<file path="config.mk">
export PLATFORM = sky130hd
export DESIGN_NAME = shift_op_sequencer
export DESIGN_NICKNAME = d
export VERILOG_FILES = /design/src/rtl/shift_op_sequencer.sv
export SDC_FILE = /design/constraint.sdc
export NUM_CORES = 1
export LEC_CHECK = 0
export ABC_AREA = 1
export ABC_CLOCK_PERIOD_IN_PS = 1200
export CORE_ASPECT_RATIO = 0.9
export CORE_MARGIN = 1
export CORE_UTILIZATION = 40
export DETAILED_ROUTE_END_ITERATION = 16
export HOLD_SLACK_MARGIN = 0.02
export PLACE_DENSITY = 0.8
export REMOVE_ABC_BUFFERS = 1
export SLEW_MARGIN = 20
export SYNTH_ARGS = -nofsm -noshare
export SYNTH_HDL_FRONTEND = slang
export SYNTH_SLANG_ARGS = --single-unit
</file>
<file path="constraint.sdc">
create_clock -name clk_i -period 1.2 [get_ports clk_i]
set_input_delay 0.24 -clock clk_i [delete_from_list [all_inputs] [get_ports clk_i]]
set_output_delay 0.24 -clock clk_i [all_outputs]
set_load 0.02 [all_outputs]
</file>
<file path="src/rtl/shift_op_sequencer.sv">
// shift_op_sequencer: drives an external 4-bit shifter through LOAD/SHIFT/CAPTURE for one command at a time.
// Optional abort input is enabled by defining SHIFT_SEQ_ABORT_EN.
module shift_op_sequencer #(
   parameter int CNT_W = 3
) (
   input  logic             clk_i,
   input  logic             rst_ni,
`ifdef SHIFT_SEQ_ABORT_EN
   input  logic             abort_i,
`endif
   input  logic             cmd_valid_i,
   output logic             cmd_ready_o,
   input  logic [1:0]       cmd_op_i,
   input  logic [CNT_W-1:0] cmd_count_i,
   input  logic [3:0]       cmd_data_i,
   input  logic             serial_in_i,
   input  logic [3:0]       sh_q_i,
   output logic [1:0]       sh_mode_o,
   output logic             sh_sr_o,
   output logic             sh_sl_o,
   output logic [3:0]       sh_in_o,
   output logic [3:0]       result_o,
   output logic             done_o
);
   typedef enum logic [1:0] {IDLE, LOAD, SHIFT, CAPTURE} state_e;
   localparam logic [1:0] OP_LOAD = 2'b00, OP_SHR = 2'b01, OP_SHL = 2'b10, OP_ROR = 2'b11;
   state_e state_q, state_d;
   logic [1:0] op_q, op_d;
   logic [CNT_W-1:0] cnt_q, cnt_d, rem_q, rem_d;
   logic [3:0] data_q, data_d, result_q, result_d;
   logic done_q, done_d;
   logic abort;
`ifdef SHIFT_SEQ_ABORT_EN
   assign abort = abort_i;
`else
   assign abort = 1'b0;
`endif
   assign cmd_ready_o = (state_q == IDLE);
   assign result_o = result_q;
   assign done_o = done_q;
   // State and command registers, all cleared by the asynchronous reset
   always_ff @(posedge clk_i or negedge rst_ni) begin
      if (!rst_ni) begin
         state_q  <= IDLE;
         op_q     <= '0;
         cnt_q    <= '0;
         rem_q    <= '0;
         data_q   <= '0;
         result_q <= '0;
         done_q   <= 1'b0;
      end else begin
         state_q  <= state_d;
         op_q     <= op_d;
         cnt_q    <= cnt_d;
         rem_q    <= rem_d;
         data_q   <= data_d;
         result_q <= result_d;
         done_q   <= done_d;
      end
   end
   // Next state: accept in IDLE, load once, shift count times, capture, with abort overriding any busy state
   always_comb begin
      state_d  = state_q;
      op_d     = op_q;
      cnt_d    = cnt_q;
      rem_d    = rem_q;
      data_d   = data_q;
      result_d = result_q;
      done_d   = 1'b0;
      case (state_q)
         IDLE: if (cmd_valid_i) begin
            state_d = LOAD;
            op_d    = cmd_op_i;
            cnt_d   = cmd_count_i;
            data_d  = cmd_data_i;
         end
         LOAD: begin
            state_d = (op_q != OP_LOAD && cnt_q != '0) ? SHIFT : CAPTURE;
            rem_d   = cnt_q;
         end
         SHIFT: begin
            rem_d   = rem_q - CNT_W'(1);
            state_d = (rem_q == CNT_W'(1)) ? CAPTURE : SHIFT;
         end
         CAPTURE: begin
            state_d  = IDLE;
            result_d = sh_q_i;
            done_d   = 1'b1;
         end
         default: state_d = IDLE;
      endcase
      if (abort && state_q != IDLE) begin
         state_d  = IDLE;
         rem_d    = '0;
         result_d = result_q;
         done_d   = 1'b0;
      end
   end
   // Shifter controls: parallel load in LOAD, op-dependent direction and fill in SHIFT, hold elsewhere
   always_comb begin
      sh_mode_o = 2'b00;
      sh_sr_o   = 1'b0;
      sh_sl_o   = 1'b0;
      sh_in_o   = 4'b0000;
      if (state_q == LOAD) begin
         sh_mode_o = 2'b11;
         sh_in_o   = data_q;
      end else if (state_q == SHIFT) begin
         sh_mode_o = (op_q == OP_SHL) ? 2'b10 : 2'b01;
         sh_sr_o   = (op_q == OP_SHR) ? serial_in_i : (op_q == OP_ROR) ? sh_q_i[0] : 1'b0;
         sh_sl_o   = (op_q == OP_SHL) ? serial_in_i : 1'b0;
      end
   end
endmodule
</file>
## Word-level counts from Yosys, hierarchy flattened

Cells that the tools add are included.

| cells by class | value |
|---|---|
| add/subtract/negate cells | 1 |
| mux-type cells | 17 |
| reductions and logical operators | 6 |
| eq/ne operators | 8 |

Operator list:

| operator | count |
|---|---|
| 2-to-1 mux 1 bit | 10 |
| equality test 2 bit (second input constant) | 4 |
| 2-to-1 mux 2 bit | 4 |
| case mux 2 bit (4 select lines) | 1 |
| case mux 3 bit (2 select lines) | 1 |
| equality test 2 x 1 -> 1 bit (second input constant) | 2 |
| 2-to-1 mux 4 bit | 1 |
| nonzero test 2 bit | 2 |
| equality test 3 x 1 -> 1 bit (second input constant) | 1 |
| nonzero test 3 bit | 1 |
| subtractor 3 x 1 -> 3 bit (second input constant) | 1 |
| zero test 2 bit | 1 |
| != test 2 bit (second input constant) | 1 |
| AND reduction 2 bit | 1 |
| logical AND 1 bit | 1 |

| storage, ports and cells | value |
|---|---|
| bits of input ports | 17 |
| flip-flop bits (word level) | 19 |
| word-level logic and storage cells | 39 |
| output and inout bits | 14 |

## Longest topological paths before layout

| logic depth | value |
|---|---|
| depth in word-level cells | 5 |
| gate-level depth with buffers | 7 |
| mapped depth without buffers | 7 |

## Least setup slack after synthesis

Ideal clock, no wire load.

| timing path | value |
|---|---|
| path kind | register to output |
| start | register state_q[0] |
| end | output port sh_sr_o |
| required time | 960 ps |
| arrival time | 1527 ps |
| cell stages (with the launch flop) | 5 |
| path buffers | 0 |
| path slack | -567 ps |
| path through | dfrtp_1 -> inv_1 -> ha_1 -> nand2_1 -> nor4_1 |

| on the way | value |
|---|---|
| cells in the longest elaborated chain, start to end | 3 |
| elaborated cells between the ends (all ways) | 4 |
| classes of those cells | 2 x eq/ne; 2 x mux |

RTL lines:

| element | line | source |
|---|---|---|
| start, declared | 27 | `state_e state_q, state_d;` |
| start signal, assigned | 52 | `state_q <= state_d;` |
| equality test 2 bit | 108 | `end else if (state_q == SHIFT) begin` |
| 2-to-1 mux 1 bit | 108 |  |
| 2-to-1 mux 1 bit * | 105 | `if (state_q == LOAD) begin` |
| end, declared | 19 | `output logic sh_sr_o,` |

Mark *: on every way between the ends. The rest lies on a longest branch, timed or not.

## Worst setup path after layout

| timing path | value |
|---|---|
| start | register state_q[1] |
| end | output port sh_mode_o[1] |

| on the way | value |
|---|---|
| cells in the longest elaborated chain, start to end | 3 |
| elaborated cells between the ends (all ways) | 4 |
| classes of those cells | 2 x eq/ne; 2 x mux |

RTL lines:

| element | line | source |
|---|---|---|
| equality test 2 bit | 108 |  |
| 2-to-1 mux 2 bit | 108 |  |
| 2-to-1 mux 2 bit * | 105 |  |
| end, declared | 18 | `output logic [1:0] sh_mode_o,` |

Marked as above.

==> flow_summary.yaml <==
route:
  routedWlPerCell_um: 13.8
  postRouteWirelength_um: 2460
  via_per_inst: 4.70
  drtIter0Drc: 5
  num_vias: 837
  dr.pass1.iters: 3
  drtAntennaViolNets: 0
  drcViolationCount: 0
timing:
  period_share_pct: 137
  holdWs_ns: 0.250
  setup_ws_ns: -0.445
  hold_viol_final: 0
  slew_violations: 0
  worst_pin_slew_ns: 0.244
  rsz0062_at_grt: "yes"
  min_period_ns: 1.64
  max_freq_mhz: 608
  finClkSkew_ns: 0.00211
  relSlewSlack_pct: 83.7
  finalSetupViolCount: 27
die:
  die_w_um: 53.9
  rows: 16
  ios: 31
  core_um2: 2220
  dieHeight_um: 48.7
  initial_core_util_pct: 43.6
  fp.dieArea_um2: 2620
grt:
  grt_antenna_before_repair: 0
  grt_pass1_vias: 895
  grt_pass1_wl_um: 3970
  grt_overflow_total: 0
  grt_max_degree: 20
  grt_usage_pct: 21.3
power_and_ir_drop:
  p_leak_nw: 0.780
  power.density_nw_per_um2: 2830
  peakVddDrop_mv: 1.44
status:
  violations: "setup timing"
  outcome: "finished with violations"
yosys:
  yosysWarningCount: 0
  synth-seq-cells: 19
  netlist_area_um2: 968
  yosys-top-cells-area: "dfrtp_1, ha_1, nand2_1"
  postSynthCellCount: 100
  yosysTopAreaCell: "dfrtp_1"
  synth_top_area_share_pct: 49.1
  synth_cell_types: 15
  syn_area_per_cell_um2: 9.68
  ys_seq_area_share_pct: 49.1
setup_path:
  crit_family: "buffers and inverters"
  worstPathMaxFanout: 3
  cp-start-kind: "register"
  worstPathArrival_ns: 1.40
  cp.required_ns: 0.96
  critical_path_class: "reg2out"
  cp_slowest_stage_delay_ns: 0.42
  path_buf_inv: 4
  crit_chain: "buf_6 -> ha_4 -> buf_4 -> inv_2 -> o21ai_2 -> buf_6"
  cp-end-kind: "output pin"
  crit_slowest_cell: "dfrtp_1"
  crit_top_cell: "buf_6"
placement:
  port_buffers: 30
  detailed_place.area_um2: 1400
  gp_congestion: 0.786
  dp_slack_ns: -0.697
  dp.final_hpwl_um: 1750
finish:
  final_nets: 176
  mostFrequentLayoutCells: "buf_4, dfrtp_1, nand2_1, clkdlybuf4s50_1, inv_1"
  syn_to_final_growth_pct: 62.1
  final_layout_size_suffix_gt1_share_pct: 45.0
  fin_area_um2: 1570
  final_common_cell: "buf_4"
  diodes: 0
cts:
  cts_sinks: 19
  cts_max_level: 1
  cts_tree: "yes"
  clk_pin_slew_ns: 0.11
  clockBufferDepth: 2
  insertion_delay_ns: 0.30
  clockRootBuffer: "clkbuf_4"
  cts_buffers: 3
  cts_hold_buf: 0
job:
  drv_cap: 0
worst_hold_path:
  hold_class: "in2async"
-- timing repair --
item,in CTS,in global routing
setup buffers,1,3
hold endpoints to repair,0,0
pin swaps,8,5
endpoints found under the setup margin,32,28
resized for setup,95,15
-- state kept, by name, summed over array words and instances (netlist names) --
register	flops
rem_q	3
result_o	4
cnt_q	3
done_o	1
data_q	4
state_q	2
op_q	2
-- worst paths after layout --
path	cells after the start	endpoint	startpoint	slack [ns]
max in group asynchronous	2	state_q[0]	rst_ni	0.74
worst max register to register	10	rem_q[2]	state_q[0]	-0.28
worst max-delay path	6	sh_mode_o[1]	state_q[1]	-0.44
worst min-delay path	2	op_q[1]	rst_ni	0.25
min in group clk_i	3	op_q[0]	cmd_op_i[0]	0.51
worst min register to register	1	result_o[2]	result_o[2]	0.53
-- metal layers --
metal / up-vias / GRT usage (%) / share of wire (%)
li1: 420 / - / -
met1: 390 / 23.8 / 43
met2: 20 / 37.2 / 52
met3: 7 / 3.77 / 3.0
met4: 0 / 10.1 / 2.4
met5: - / 0 / 0
-- Yosys cell counts, drive strengths merged --
| master | number |
|---|---|
| a21oi | 5 |
| buf | 1 |
| dfrtp | 19 |
| ha | 7 |
| inv | 17 |
| mux2 | 10 |
| nand2 | 22 |
| nor2 | 9 |
| nor3b | 1 |
| nor4 | 1 |
| o211ai | 2 |
| o21ai | 6 |
-- power breakdown --
| part | leakage (nW) | switching [mW] | total [mW] | internal [mW] |
|---|---|---|---|---|
| Combinational | 0.544 | 1.43 | 2.92 | 1.50 |
| Clock | 0.0150 | 0.203 | 0.333 | 0.130 |
| Sequential | 0.221 | 0.212 | 1.19 | 0.977 |
-- layout make-up --
class	instances	area, µm²
Fill cell	161	652
Multi-Input combinational cell	63	537
Sequential cell	19	477
Timing Repair Buffer	48	433
Inverter	17	63.8
Tap cell	27	33.8
Clock buffer	4	26.3
-- kinds of logic (layout without fill, tap and decap cells) --
| group | count (synthesis) | after routing | synth area share (%) |
|---|---|---|---|
| muxes | 10 | 10 | 13.2 |
| and+or+nand+nor | 33 | 33 | 13.7 |
| buffers and inverters | 18 | 69 | 7.75 |
| adders and majority gates | 7 | 7 | 9.04 |
| DFF | 19 | 19 | 49.1 |
| AOI/OAI and AO/OA | 13 | 13 | 7.23 |
-- through the flow --
| stage | power, mW | utilization [%] | cells | setup TNS, ns |
|---|---|---|---|---|
| floorplan | 2.45 | - | 99 | -3.25 |
| global placement | 3.40 | 62.8 | 170 | -6.80 |
| detailed placement | 3.52 | 62.8 | 170 | -8.09 |
| CTS | 4.16 | 67.0 | 175 | -5.91 |
| global route | 4.75 | 70.7 | 178 | -7.73 |
| finish | 4.44 | 70.7 | 178 | -6.40 |
No activity file was read; power rests on OpenSTA's default activity.
